===== config.mk =====
export PLATFORM = sky130hd
export DESIGN_NAME = src_operand_fetch
export DESIGN_NICKNAME = d
export VERILOG_FILES = /design/src/rtl/src_operand_fetch.sv
export SDC_FILE = /design/constraint.sdc
export NUM_CORES = 1
export LEC_CHECK = 0
export ABC_CLOCK_PERIOD_IN_PS = 2700
export CAP_MARGIN = 20
export CORE_UTILIZATION = 39
export DETAILED_ROUTE_END_ITERATION = 6
export GPL_TIMING_DRIVEN = 0
export PLACE_DENSITY = 0.87
export SYNTH_ARGS = -nofsm -noshare
export SYNTH_HDL_FRONTEND = slang
export SYNTH_SLANG_ARGS = --single-unit

===== constraint.sdc =====
create_clock -name clk -period 2.7 [get_ports clk]
set_clock_uncertainty 0.05 [all_clocks]
set_input_delay 0.54 -clock clk [delete_from_list [all_inputs] [get_ports clk]]
set_output_delay 0.54 -clock clk [all_outputs]
set_load 0.02 [all_outputs]

===== src/rtl/src_operand_fetch.sv =====
// src_operand_fetch: resolves the SRC operand of the current instruction
// (IMM, ACC, NIL, directed PORT, ANY, LAST) and presents it, registered, on
// src_data/src_valid for the ALU/ACC stage. A port read blocks in WAIT until
// the neighbour offers a word through a valid/ready handshake.
//
// Optional build macro: SRC_OPERAND_FETCH_SAT_EN
//   defined   : IMM and port-sourced values are clamped to [-999, 999]
//   undefined : every value is passed raw at DATA_W bits
//
// state | meaning
// ------+------------------------------------------------------------
// IDLE  | ready for a source request (req_ready=1)
// WAIT  | blocked on a port read (stall=1), ready driven from valid
// HOLD  | operand registered on src_data, waiting for src_ready
module src_operand_fetch #(
    parameter int DATA_W    = 11,
    parameter int NUM_PORTS = 4
) (
    input  logic                        clk,
    input  logic                        rst,
    input  logic                        req_valid,
    input  logic [2:0]                  req_sel,
    input  logic [1:0]                  req_dir,
    input  logic [DATA_W-1:0]           req_imm,
    input  logic [DATA_W-1:0]           acc,
    output logic                        req_ready,
    input  logic [NUM_PORTS*DATA_W-1:0] port_in_data,
    input  logic [NUM_PORTS-1:0]        port_in_valid,
    output logic [NUM_PORTS-1:0]        port_in_ready,
    output logic                        src_valid,
    output logic [DATA_W-1:0]           src_data,
    input  logic                        src_ready,
    output logic                        stall,
    output logic                        last_valid,
    output logic [1:0]                  last_dir
);

    localparam logic [2:0] SEL_IMM  = 3'd0;
    localparam logic [2:0] SEL_ACC  = 3'd1;
    localparam logic [2:0] SEL_NIL  = 3'd2;
    localparam logic [2:0] SEL_PORT = 3'd3;
    localparam logic [2:0] SEL_ANY  = 3'd4;
    localparam logic [2:0] SEL_LAST = 3'd5;

`ifdef SRC_OPERAND_FETCH_SAT_EN
    localparam logic signed [DATA_W-1:0] SAT_HI = DATA_W'(999);
    localparam logic signed [DATA_W-1:0] SAT_LO = DATA_W'(-999);
`endif

    typedef enum logic [1:0] {
        ST_IDLE = 2'd0,
        ST_WAIT = 2'd1,
        ST_HOLD = 2'd2
    } state_t;

    state_t              state;
    logic [1:0]          target;
    logic                any_mode;
    logic [1:0]          any_idx;
    logic                any_hit;
    logic [1:0]          hs_idx;
    logic [DATA_W-1:0]   hs_data;
    logic                handshake;

    // Clamp applied to IMM and port-sourced values; a pass-through when disabled.
    function automatic logic [DATA_W-1:0] sat(input logic [DATA_W-1:0] v);
`ifdef SRC_OPERAND_FETCH_SAT_EN
        if ($signed(v) > SAT_HI) return SAT_HI;
        if ($signed(v) < SAT_LO) return SAT_LO;
        return v;
`else
        return v;
`endif
    endfunction

    // ANY arbitration: first valid port in order LEFT, RIGHT, UP, DOWN.
    always_comb begin
        any_hit = 1'b1;
        any_idx = 2'd3;
        if (port_in_valid[3])      any_idx = 2'd3;
        else if (port_in_valid[1]) any_idx = 2'd1;
        else if (port_in_valid[0]) any_idx = 2'd0;
        else if (port_in_valid[2]) any_idx = 2'd2;
        else                       any_hit = 1'b0;
    end

    // Ready toward the neighbours; forced low during reset so no word is lost.
    always_comb begin
        port_in_ready = '0;
        if (!rst && state == ST_WAIT) begin
            if (any_mode) begin
                if (any_hit) port_in_ready[any_idx] = 1'b1;
            end else begin
                port_in_ready[target] = port_in_valid[target];
            end
        end
    end

    assign hs_idx    = any_mode ? any_idx : target;
    assign handshake = |(port_in_ready & port_in_valid);
    assign req_ready = (state == ST_IDLE);
    assign stall     = (state == ST_WAIT);

    // Selects the data word of the port taking part in the handshake.
    always_comb begin
        hs_data = '0;
        for (int i = 0; i < NUM_PORTS; i++) begin
            if (hs_idx == i[1:0]) hs_data = port_in_data[i*DATA_W +: DATA_W];
        end
    end

    // Operand FSM with registered operand and LAST bookkeeping.
    always_ff @(posedge clk) begin
        if (rst) begin
            state      <= ST_IDLE;
            src_valid  <= 1'b0;
            src_data   <= '0;
            last_valid <= 1'b0;
            last_dir   <= 2'd0;
            target     <= 2'd0;
            any_mode   <= 1'b0;
        end else begin
            case (state)
                ST_IDLE: begin
                    if (req_valid) begin
                        case (req_sel)
                            SEL_IMM: begin
                                src_data  <= sat(req_imm);
                                src_valid <= 1'b1;
                                state     <= ST_HOLD;
                            end
                            SEL_ACC: begin
                                src_data  <= acc;
                                src_valid <= 1'b1;
                                state     <= ST_HOLD;
                            end
                            SEL_PORT: begin
                                target   <= req_dir;
                                any_mode <= 1'b0;
                                state    <= ST_WAIT;
                            end
                            SEL_ANY: begin
                                any_mode <= 1'b1;
                                state    <= ST_WAIT;
                            end
                            SEL_LAST: begin
                                if (last_valid) begin
                                    target   <= last_dir;
                                    any_mode <= 1'b0;
                                    state    <= ST_WAIT;
                                end else begin
                                    src_data  <= '0;
                                    src_valid <= 1'b1;
                                    state     <= ST_HOLD;
                                end
                            end
                            default: begin
                                // NIL and the unused encodings 6/7
                                src_data  <= '0;
                                src_valid <= 1'b1;
                                state     <= ST_HOLD;
                            end
                        endcase
                    end
                end
                ST_WAIT: begin
                    if (handshake) begin
                        src_data  <= sat(hs_data);
                        src_valid <= 1'b1;
                        state     <= ST_HOLD;
                        if (any_mode) begin
                            last_dir   <= hs_idx;
                            last_valid <= 1'b1;
                        end
                    end
                end
                ST_HOLD: begin
                    if (src_ready) begin
                        src_valid <= 1'b0;
                        state     <= ST_IDLE;
                    end
                end
                default: state <= ST_IDLE;
            endcase
        end
    end

endmodule

; Yosys cells after proc, flatten, opt, wreduce, memory -nomap -nowiden
; Index checks and enable logic that the tools add are counted.
[totals]
ff_bits = 20
inputBits = 79
output_inout_bits = 21
elab_cells = 90
[op_classes]
magnitude_cmp = 4
eq_ne = 15
n_mux = 43
n_bitwise = 2
reduce_logical = 19
[op_table]
columns = operator, count
row1 = 11-bit two-way mux, 7
row2 = 11-bit case mux with 4 select lines, 1
row3 = 11-bit case mux with 2 select lines, 1
row4 = 2-bit two-way mux, 9
row5 = 1-bit two-way mux, 13
row6 = 4-bit two-way mux, 3
row7 = 4-bit bitwise AND, 2
row8 = "2-bit != test, second input constant", 4
row9 = 2-bit case mux with 2 select lines, 2
row10 = 4-bit AND reduction, 2
row11 = "2-bit == test, second input constant", 3
row12 = "3-bit == test, second input constant", 2
row13 = "2-bit by 3-bit < comparator with 1-bit output, second input constant", 2
row14 = 1-bit case mux with 3 select lines, 2
row15 = 2-bit case mux with 3 select lines, 1
row16 = 3-bit AND reduction, 2
row17 = 6-bit AND reduction, 1
row18 = 3-bit nonzero test, 2
row19 = 5-bit AND reduction, 1
row20 = 1-bit demux with 2-bit select, 2
row21 = "2-bit by 1-bit == test with 1-bit output, second input constant", 2
row22 = "2-bit by 1-bit greater-or-equal comparator with 1-bit output, second input constant", 2
row23 = 2-bit zero test, 2
row24 = 2-bit nonzero test, 2
row25 = 11 further kinds, 13

; Depth between registers and ports, before layout
[depth]
word_depth = 15
mapped_depth = 7

; Worst setup path after synthesis
; Ideal clock, no wire load.
[synth_path]
path_kind = reg-to-output
startpoint = reg state[1]
endpoint = out port_in_ready[2]
t_arrival_ns = 1.508
t_required_ns = 2.110
path_slack_ns = 0.602
stages_incl_launch_ff = 6
cell_sequence = dfxtp_1 > nand2b_2 > nor2_1 > clkbuf_1 > nand2_1 > nor2_1
[synth_via]
elab_chain_len = 3
[synth_lines]
columns = item, line_no
row1 = start: declaration, 56  ; state_t state;
row2 = start signal: assignment, 115  ; state <= ST_IDLE;
row3 = start signal: assignment, 130  ; state <= ST_HOLD;
row4 = start signal: assignment, 135  ; state <= ST_HOLD;
row5 = 2-bit by 1-bit == test with 1-bit output, 90  ; if (!rst && state == ST_WAIT) begin
row6 = 1-bit logical AND, 90
row7 = 4-bit two-way mux, 90
row8 = end: declaration, 29  ; output logic [NUM_PORTS-1:0] port_in_ready,
; No other way between the ends.

; Worst setup path after layout
[layout_path]
startpoint = in rst
endpoint = out port_in_ready[3]
[layout_via]
elab_chain_len = 3
[layout_lines]
columns = item, line_no
row1 = start: declaration, 20  ; input logic rst,
row2 = 1-bit zero test, 90
row3 = 1-bit logical AND, 90
row4 = 4-bit two-way mux, 90
; No other way between the ends.

==> flow_metrics.tcl <==
set metrics [dict create \
    status "finished, final reports clean" \
    final_area_um2 2850 \
    grt_usage_pct 23.4 \
    grt_max_degree 11 \
    syn_area_um2 1740 \
    p_sw_share_pct 31.3 \
    yosys.area.top_type "dfxtp_1" \
    ctsRootBufferMaster "clkbuf_8" \
    hold_path_class "flip-flop to flip-flop" \
    dr.pass1.iters 4 \
    synth-simple-area-share_pct 17.1 \
    async_flop_share_pct 0 \
    vias_per_cell 5.54 \
    synthMuxAreaShare_pct 22.3 \
    max_freq_ghz 0.378 \
    yosys_register_bits 20 \
    netlist_top_cells_count "24 x nor2_1, 20 x dfxtp_1, 13 x a211oi_1, 13 x mux2i_1, 12 x mux2_1" \
    layout-drive-gt1-share_pct 19.7 \
    max_slew_margin_pct 53.3 \
    required_ps 2110 \
    initial_core_util_pct 42.1 \
    coreArea_um2 4140 \
    yosysSeqAreaShare_pct 23.0 \
    ios 100 \
    wl_um 5660 \
    nets 371 \
    path_cells "clkdlybuf4s50_1 > nor4b_1 > clkdlybuf4s50_1" \
    arrival_ps 2050 \
    pwr-share-comb_pct 45.2 \
    layout.cells.non_filler 340 \
    rrSetupSlack_ps 650 \
    finalPower_w 0.000961 \
    post_cts_buffers 0 \
    grt_pass1_vias 1768 \
    placed_cells 337 \
    area_growth_pct 63.5 \
    finalSetupViolations 0 \
    synthFlopType "dfxtp_1" \
    p_per_area_nw_per_um2 337 \
    cts-hold-fix-buffers 0 \
    ys_top_cells_by_area "dfxtp_1 23%, a221oi_2 9.5%, mux2_1 7.8%" \
    clk-insertion-delay-late_ps 250 \
    crit_top_cell "clkdlybuf4s50_1" \
    crit_path_start_kind "primary input" \
    clockBufferDepth 2 \
    via_count 1884 \
    fin_crit_ps 2640 \
    tightest_slew_ps 701 \
    cts_resized 8 \
    peakVddDrop_v 0.000295 \
    tns_ps 0 \
    maxCapViolations 0 \
    place_area_um2 2790 \
    hp-start "src_valid$_SDFFE_PP0P_" \
    critical_path_class "primary input to output pin" \
    p_int_w 0.000660 \
    final_hold_viol_count 0 \
    antenna_found_initial 0 \
    critical_path.max_stage_delay_ps 660 \
    drc 0 \
    grt_pass1_wl_um 8270 \
    synth-adder-area-share_pct 0 \
    syn_nets 268 \
    multiInputGateArea_um2 1250 \
    syn_avg_cell_area_um2 9.22 \
    p_switching_w 0.000300 \
    synth_top_family_by_area "compound AO/OA/AOI/OAI gates" \
    critical_path.max_fanout 4 \
    min_path_cells 1 \
    drv_slew 0 \
    ant_nets 0 \
    cp_slowest_cell "clkdlybuf4s50_1" \
    post-synth-top-count-cell "nor2_1" \
    synthXorXnorAreaFrac_pct 0 \
    cts.clk_slew.worst_paths_ps 70 \
    fillers 353 \
    yosys_warnings 0 \
    rr_startpoint "any_mode$_SDFFE_PP0P_" \
    clockPowerShare_pct 19.7 \
    gr-total-overflow 0 \
    cts_max_level 1 \
    drt-initial-drc-count 73 \
    cts_tree "yes" \
    p_leak_nw 1.03 \
    wl_per_cell_um 16.6 \
    holdWs_ps 450 \
    r2r-end "src_data[0]$_SDFFE_PP0P_" \
    die-area_um2 4740 \
    die_w_um 68.9 \
    place_congestion 0.944 \
    crit_path_end_kind "output pin" \
    io_buffers 98 \
    synth_edf_count 0 \
    regArea_um2 400 \
    clock_sinks 20 \
    num_rows 23 \
    synth_compound_area_share_pct 31.4 \
    r2r_cells 6 \
    power_frac_seq_pct 35.2 \
    cts_buffers 3 \
    fp.dieH_um 68.9 \
    diodes 0 \
    post-route-period-util_pct 97.9 \
    hold_end "src_valid$_SDFFE_PP0P_" \
    synth_top_area_share_pct 23.0 \
    syn_inst 189 \
    ys_types 44 \
    rsz0062_at_grt "no" \
    hpwl_um 4600 \
]
[registers in the layout, indices dropped and copies added, names as in the netlist]
name        cells
target          2
src_data       11
state           2
src_valid       1
last_dir        2
any_mode        1
last_valid      1
[power groups by stage]
stage               logic (W)  clock network [W]  registers, W
finish               0.000434           0.000189      0.000338
global placement     0.000422                  0      0.000343
detailed placement   0.000431                  0      0.000344
CTS                  0.000435           0.000193      0.000337
floorplan            0.000208                  0      0.000363
global route         0.000466           0.000206      0.000340
[layout by cell type, fill, tap and decap left out, types with 3 or more instances in the layout]
| cell type | netlist | layout |
|---|---|---|
| nor2_1 | 24 | 23 |
| clkbuf_8 | 0 | 3 |
| nand2_1 | 10 | 10 |
| mux2_2 | 11 | 11 |
| a211oi_2 | 9 | 9 |
| mux2i_1 | 13 | 13 |
| nand3_1 | 3 | 3 |
| a221oi_2 | 11 | 11 |
| nor2b_1 | 3 | 3 |
| inv_1 | 3 | 3 |
| dfxtp_1 | 20 | 20 |
| clkbuf_1 | 5 | 4 |
| buf_4 | 3 | 3 |
| buf_6 | 3 | 3 |
| clkdlybuf4s50_1 | 0 | 93 |
| nor3_1 | 3 | 3 |
| mux2_1 | 12 | 12 |
| a21oi_1 | 8 | 8 |
| a211oi_1 | 13 | 13 |
[per-stage QoR]
stage	setup WS, ps	utilization, %
after floorplan	602	-
after detailed placement	-541	67.2
final	55.8	68.8
after CTS	24.3	68.5
after global placement	-527	67.2
after global routing	15.7	68.8
[cell families (layout without fill, tap and decap cells)]
group | count (synthesis) | count (layout)
and+or+nand+nor | 59 | 59
AOI/OAI and AO/OA | 56 | 56
muxes | 36 | 36
DFF | 20 | 20
buffers and inverters | 18 | 119
[worst max-delay path by stage]
stage / from / end / cells past startpoint
finish: rst / port_in_ready[3] / 3
global route: rst / port_in_ready[2] / 6
CTS: port_in_valid[3] / port_in_ready[3] / 3
detailed placement: rst / port_in_ready[2] / 6
global placement: rst / port_in_ready[2] / 6
floorplan: state[1]$_SDFFE_PP0P_ / port_in_ready[2] / 5
[layout make-up]
| class | instances | area share [%] |
|---|---|---|
| Multi-Input combinational cell | 151 | 43.8 |
| Timing Repair Buffer | 98 | 34.6 |
| Inverter | 4 | 0.527 |
| Tap cell | 50 | 2.20 |
| Buffer | 14 | 3.38 |
| Clock buffer | 3 | 1.45 |
| Sequential cell | 20 | 14.1 |
[per-layer routing]
metal,vias to the layer above,global-route usage (%),share of wire [%]
met5,-,0,0
met4,0,7.65,1.6
met3,8,5.92,13
met2,109,39.6,46
met1,843,28.6,39
li1,924,-,-
[worst max-delay path, delay by kind of cell]
kind / cells / cell delay (ps)
buffers and inverters: 2 / 1160
and+or+nand+nor: 1 / 350
No activity file was read; power rests on OpenSTA's default activity.
